===== src/rtl/bit_serializer.sv =====
// -----------------------------------------------------------------------------
// bit_serializer
//
// Parallel-to-serial stage that sits directly upstream of sequence_detector.
// It accepts WIDTH-bit words over a valid/ready handshake and shifts them out
// one bit per clock on x. A one-word holding register lets the next word
// stream out with no idle cycle, so a pattern can span a word boundary.
//
// Handshake: a word is transferred at a rising edge where in_valid and
// in_ready are both high. in_ready is decoded from registers only and never
// looks at in_valid. in_data is sampled only at the accepting edge.
//
// Parameters:
//   WIDTH     - word width in bits (>= 2)
//   MSB_FIRST - 1: bit WIDTH-1 goes out first, 0: bit 0 goes out first
//   IDLE_BIT  - level driven on x when no word is being shifted
//
// Ports:
//   clk        in   rising-edge clock
//   reset      in   asynchronous active-low reset
//   in_data    in   parallel word to serialize
//   in_valid   in   in_data is valid
//   in_ready   out  block can accept a word this cycle (hold register empty)
//   x          out  serial bit stream
//   x_valid    out  x carries a data bit this cycle
//   word_done  out  high during the cycle x carries the last bit of a word
//   busy       out  shifter active or hold register occupied
//   dbg_state  out  current FSM state (0 = IDLE, 1 = SHIFT)
// -----------------------------------------------------------------------------
module bit_serializer #(
  parameter int   WIDTH     = 8,
  parameter logic MSB_FIRST = 1'b1,
  parameter logic IDLE_BIT  = 1'b0
) (
  input  logic             clk,
  input  logic             reset,
  input  logic [WIDTH-1:0] in_data,
  input  logic             in_valid,
  output logic             in_ready,
  output logic             x,
  output logic             x_valid,
  output logic             word_done,
  output logic             busy,
  output logic             dbg_state
);

  localparam int             CW   = $clog2(WIDTH);
  localparam logic [CW-1:0]  LAST = CW'(WIDTH - 1);

  typedef enum logic {
    S_IDLE  = 1'b0,
    S_SHIFT = 1'b1
  } state_t;

  state_t           r_state;
  logic [WIDTH-1:0] r_hold;
  logic             r_hold_full;
  logic [WIDTH-1:0] r_shreg;
  logic [CW-1:0]    r_cnt;

  logic             w_accept;
  logic             w_last;
  logic             w_out_bit;
  logic [WIDTH-1:0] w_shifted;

  assign w_accept  = in_valid && !r_hold_full;
  assign w_last    = (r_cnt == LAST);
  assign w_out_bit = MSB_FIRST ? r_shreg[WIDTH-1] : r_shreg[0];

  // Shift toward whichever end currently drives x.
  assign w_shifted = MSB_FIRST ? {r_shreg[WIDTH-2:0], 1'b0}
                               : {1'b0, r_shreg[WIDTH-1:1]};

  always_ff @(posedge clk or negedge reset) begin
    if (!reset) begin
      r_state     <= S_IDLE;
      r_hold      <= '0;
      r_hold_full <= 1'b0;
      r_shreg     <= '0;
      r_cnt       <= '0;
    end else begin
      case (r_state)
        S_IDLE: begin
          if (r_hold_full) begin
            r_shreg     <= r_hold;
            r_hold_full <= 1'b0;
            r_cnt       <= '0;
            r_state     <= S_SHIFT;
          end
        end
        S_SHIFT: begin
          if (!w_last) begin
            r_shreg <= w_shifted;
            r_cnt   <= r_cnt + CW'(1);
          end else if (r_hold_full) begin
            // Gapless reload: the next word's first bit follows the
            // current word's last bit directly.
            r_shreg     <= r_hold;
            r_hold_full <= 1'b0;
            r_cnt       <= '0;
          end else begin
            r_state <= S_IDLE;
          end
        end
        default: r_state <= S_IDLE;
      endcase

      // Accept only happens with the hold register empty, and draining only
      // happens with it full, so this never collides with the clears above.
      if (w_accept) begin
        r_hold      <= in_data;
        r_hold_full <= 1'b1;
      end
    end
  end

  assign in_ready  = !r_hold_full;
  assign x_valid   = (r_state == S_SHIFT);
  assign x         = x_valid ? w_out_bit : IDLE_BIT;
  assign word_done = x_valid && w_last;
  assign busy      = (r_state == S_SHIFT) || r_hold_full;
  assign dbg_state = r_state;

endmodule


===== config.mk =====
export PLATFORM = sky130hd
export DESIGN_NAME = bit_serializer
export DESIGN_NICKNAME = d
export VERILOG_FILES = /design/src/rtl/bit_serializer.sv
export SDC_FILE = /design/constraint.sdc
export NUM_CORES = 1
export LEC_CHECK = 0
export BUFFER_PORTS_ARGS = -buffer_cell sky130_fd_sc_hd__buf_2
export CAP_MARGIN = 10
export CORE_MARGIN = 1
export CORE_UTILIZATION = 57
export CTS_CLUSTER_SIZE = 30
export DETAILED_ROUTE_END_ITERATION = 12
export PLACE_DENSITY = 0.81
export SETUP_SLACK_MARGIN = 0.4
export SLEW_MARGIN = 15
export SYNTH_ARGS = -nofsm -noshare
export SYNTH_HDL_FRONTEND = slang
export SYNTH_SLANG_ARGS = --single-unit
export TNS_END_PERCENT = 5

===== constraint.sdc =====
create_clock -name clk -period 2.69 [get_ports clk]
set_input_delay 0.1345 -clock clk [delete_from_list [all_inputs] [get_ports clk]]
set_output_delay 0.1345 -clock clk [all_outputs]
set_load 0.005 [all_outputs]

# Word level (Yosys, flattened, before mapping)
# Index checks and enable logic that the tools add are counted.
classes:
  add_sub_neg: 1
  n_eq_ne: 2
  muxes: 13
  bitwise_logic: 1
  reduce_logical: 4
ops:
  columns: ["cell", "n"]
  rows:
  - ["8-bit two-way mux", 2]
  - ["8-bit case mux with 2 select lines", 1]
  - ["3-bit two-way mux", 2]
  - ["3-bit case mux with 2 select lines", 1]
  - ["1-bit two-way mux", 5]
  - ["1-bit case mux with 2 select lines", 2]
  - ["3-bit by 1-bit adder with 3-bit output (second input constant)", 1]
  - ["3-bit equality test (second input constant)", 1]
  - ["3-bit by 1-bit != test with 1-bit output (second input constant)", 1]
  - ["1-bit logical AND", 2]
  - ["1-bit zero test", 1]
  - ["1-bit logical OR", 1]
  - ["1-bit inverter", 1]
word_totals:
  reg_bits: 21
  inputBits: 11
  out_inout_bits: 6

# Longest topological paths before layout
depth:
  depth_word: 4
  ltp_mapped: 5

# Worst setup path before layout
# Ideal clock, no wire load.
synth_timing:
  path_type: "register -> register"
  startpoint: "register r_cnt[0]"
  endpoint: "register r_shreg[1]"
  setup_ps: 125
  arrival_time_ps: 1374
  t_required_ps: 2565
  slack_ps: 1191
  stages_incl_launch_ff: 6
  path_buffers: 1
  path_cell_list: "dfrtp_1 -> ha_1 -> ha_1 -> nand2b_1 -> buf_2 -> mux2_4"
synth_between:
  elab_chain_len: 3
synth_lines:
  columns: ["element", "line", "text"]
  rows:
  - ["start, declared", "59", "logic [CW-1:0] r_cnt;"]
  - ["start signal, assigned", "94", "r_cnt <= r_cnt + CW'(1);"]
  - ["3-bit equality test", "67", "assign w_last = (r_cnt == LAST);"]
  - ["8-bit two-way mux", "92", "if (!w_last) begin"]
  - ["8-bit case mux with 2 select lines", "82", "case (r_state)"]
  - ["end signal, assigned", "85", "r_shreg <= r_hold;"]
  - ["end signal, assigned", "93", "r_shreg <= w_shifted;"]
  - ["end signal, assigned", "98", "r_shreg <= r_hold;"]
  - ["end, declared", "58", "logic [WIDTH-1:0] r_shreg;"]
# Every way passes these cells.
# A chain may end at the register's enable or synchronous reset.

# Worst setup path after layout
layout_timing:
  startpoint: "register r_hold_full"
  endpoint: "register r_hold[2]"
layout_between:
  elab_chain_len: 2
layout_lines:
  columns: ["element", "line", "text"]
  rows:
  - ["start, declared", "57", "logic r_hold_full;"]
  - ["start signal, assigned", "78", "r_hold_full <= 1'b0;"]
  - ["start signal, assigned", "86", "r_hold_full <= 1'b0;"]
  - ["start signal, assigned", "99", "r_hold_full <= 1'b0;"]
  - ["1-bit zero test", "66", "assign w_accept = in_valid && !r_hold_full;"]
  - ["1-bit logical AND", "66", null]
  - ["end signal, assigned", "111", "r_hold <= in_data;"]
  - ["end, declared", "56", "logic [WIDTH-1:0] r_hold;"]
# Every way passes these cells.

==> run_results.csv <==
group,metric,value,unit
job,maxCapViolCount,0,
die,core_area,1577,µm²
routing,wl,1423,µm
setup_path,critical_path_class,"flop to flop",
die,start_util,63.49,%
clocking,insertion_delay,0.30,ns
min_path,hold_class,"primary input to flop",
timing,tns,0,ns
synth,synthCells,69,
clocking,hold_buffers,1,
die,die_area,1928,µm²
routing,wl_per_cell,14.09,µm
placement,io_buffers,16,
clocking,path_clk_slew,0.11,ns
routing,via_per_inst,5.554,
routing,drc,1,
synth,synthAdderAreaFrac,3.750,%
grt,antenna_found_initial,0,
timing,maxSlewViolCount,0,
grt,grt_pass1_wl,2332,µm
timing,max_slew.worst_pin.slew,0.7142,ns
cells_and_area,final_layout_size_suffix_gt1_share,52.94,%
setup_path,start_kind,"flop",
die,die_h,43.91,µm
timing,period_share,65.67,%
clocking,cts_resized,0,
routing,firstDrtPassIters,7,
timing,setup_viol,0,
placement,gp_congestion,0.6972,
clocking,cts_buffer_depth,2,
cells_and_area,fin_nets,100,
placement,placedCellCount,96,
setup_path,cp.required,2.89,ns
clocking,cts_tree,"yes",
timing,fmax,566.0,MHz
synth,ys_seq_elements,21,
pwr,swShare,30.15,%
run_status,violations,"DRC",
pwr,p_switching,364.1,µW
timing,finalHoldViolCount,0,
timing,min_period,1.767,ns
setup_path,crit_arrival,1.97,ns
synth,mappedNetlistArea,1001,µm²
synth,synthMuxAreaShare,31.25,%
synth,synth-simple-area-share,7.000,%
cells_and_area,synthToLayoutAreaGrowth,9.375,%
pwr,ir_drop,0.5925,mV
pwr,pwr-share-seq,47.1,%
routing,detail-route-antenna-nets,0,
grt,overflow,0,
synth,synth_warnings,0,
grt,track_usage,17.38,%
setup_path,endpoint_kind,"flop",
pwr,pwr-share-clk,12.3,%
setup_path,crit_fanout,15,
pwr,power.leakage,0.5369,nW
run_status,outcome,"finished, violations left",
clocking,postCtsSetupBuffers,0,
clocking,clockRootBuffer,"clkbuf_4",
cells_and_area,fin_cells,101,
synth,synth_xor_area_share,0,%
cells_and_area,final_cell_mix,"dfrtp_1 (21), mux2_2 (18), buf_2 (16)",
timing,slew-limit-headroom,52.29,%
grt,grt_max_degree,22,
synth,synth_nets,83,
pwr,comb_power_share,40.6,%
die,fp-row-count,14,
cells_and_area,diodes,0,
routing,drt_iter0_drc,2,
synth,ys_seq_area_share,52.50,%
synth,synth_area_per_cell,14.51,µm²
pwr,p_int,843.6,µW
pwr,p_per_area,1103,nW/µm²
timing,finClkSkew,0.002717,ns
synth,synth.distinct_cells,17,
synth,synth_top_family_by_area,"multiplexers",
timing,rsz0062_at_grt,"no",
clocking,numClockSinks,21,
clocking,htreeDepth,1,
die,fp.dieW,43.91,µm
cells_and_area,layout_commonest_cell,"dfrtp_1",
clocking,cts_made_buffers,3,
grt,grt_pass1_vias,572,
synth,synth_compound_area_share,0.7500,%
routing,vias,561,
die,io_pins,17,
setup_path,r2r_setup_slack,0.92,ns
-- power groups by stage --
| stage | Sequential [mW] | Clock [mW] | Combinational, mW |
|---|---|---|---|
| after floorplan | 0.519 | 0 | 0.485 |
| after detailed placement | 0.578 | 0 | 0.497 |
| after CTS | 0.572 | 0.157 | 0.498 |
| after global placement | 0.568 | 0 | 0.477 |
| final | 0.569 | 0.148 | 0.491 |
| after global routing | 0.590 | 0.168 | 0.542 |
-- per-layer routing --
metal  up-vias  track usage (%)  share of wire [%]
li1        268                -                  -
met1       275            20.05                 45
met2        15            29.25                 49
met3         3            5.000                4.4
met4         0            9.091                1.6
met5         -                0                  0
-- state kept, by name (all words and copies together) (netlist names) --
register     flops
r_hold           8
r_cnt            3
r_shreg          8
r_hold_full      1
dbg_state        1
-- critical path, cell delays in order (launching register included) --
cell	delay, ns
dfrtp_1	0.60
nor2b_1	0.66
mux2_2	0.41
-- kinds of logic (layout without fill, tap and decap cells) --
group                      count (synthesis)  in the layout
buffers and inverters                      6             22
AOI/OAI and AO/OA                          1              1
DFF                                       21             21
muxes                                     26             26
and+or+nand+nor                           12             12
adders and majority gates                  3              3
-- through the flow --
step	cell area (µm²)	total power [mW]	setup slack, ns	hold slack, ns	util (%)
global route	1095	1.299	0.7938	0.03982	69.44
floorplan	1001	1.004	1.191	-0.1611	-
CTS	1095	1.227	0.8601	0.04023	69.44
finish	1095	1.208	0.9234	0.05179	69.44
detailed placement	1057	1.075	0.8788	0.1131	67.06
global placement	1057	1.046	0.9216	0.1113	67.06
-- synthesized netlist by cell type (all sizes together) --
library cell | count | area (µm²)
a21o | 1 | 7.510
and2 | 2 | 12.51
buf | 5 | 43.79
dfrtp | 21 | 525.5
ha | 3 | 37.54
inv | 1 | 3.750
mux2 | 24 | 292.8
mux2i | 2 | 20.02
nand2 | 1 | 3.750
nand2b | 3 | 18.77
nor2 | 1 | 3.750
nor2b | 4 | 25.02
or2 | 1 | 6.260
-- final cells by class --
type	count	area [µm²]
flip-flops and latches	21	525.5
fillers	120	481.7
multi-input cells	42	427.9
repair buffers	17	90.09
clock buffers	3	22.52
well taps	16	20.02
clock inverters	1	5.005
inverters	1	3.754
-- path summary, 6_finish.rpt --
check                            startpoint          to  cells past startpoint
worst max-delay path            r_hold_full   r_hold[2]                      2
worst min-delay path             in_data[3]   r_hold[3]                      2
worst max register to register  r_hold_full   r_hold[2]                      2
worst min register to register     r_cnt[0]    r_cnt[0]                      1
max in group asynchronous             reset  r_shreg[4]                      2
min in group asynchronous             reset   dbg_state                      2
No activity file was read; power rests on OpenSTA's default activity.
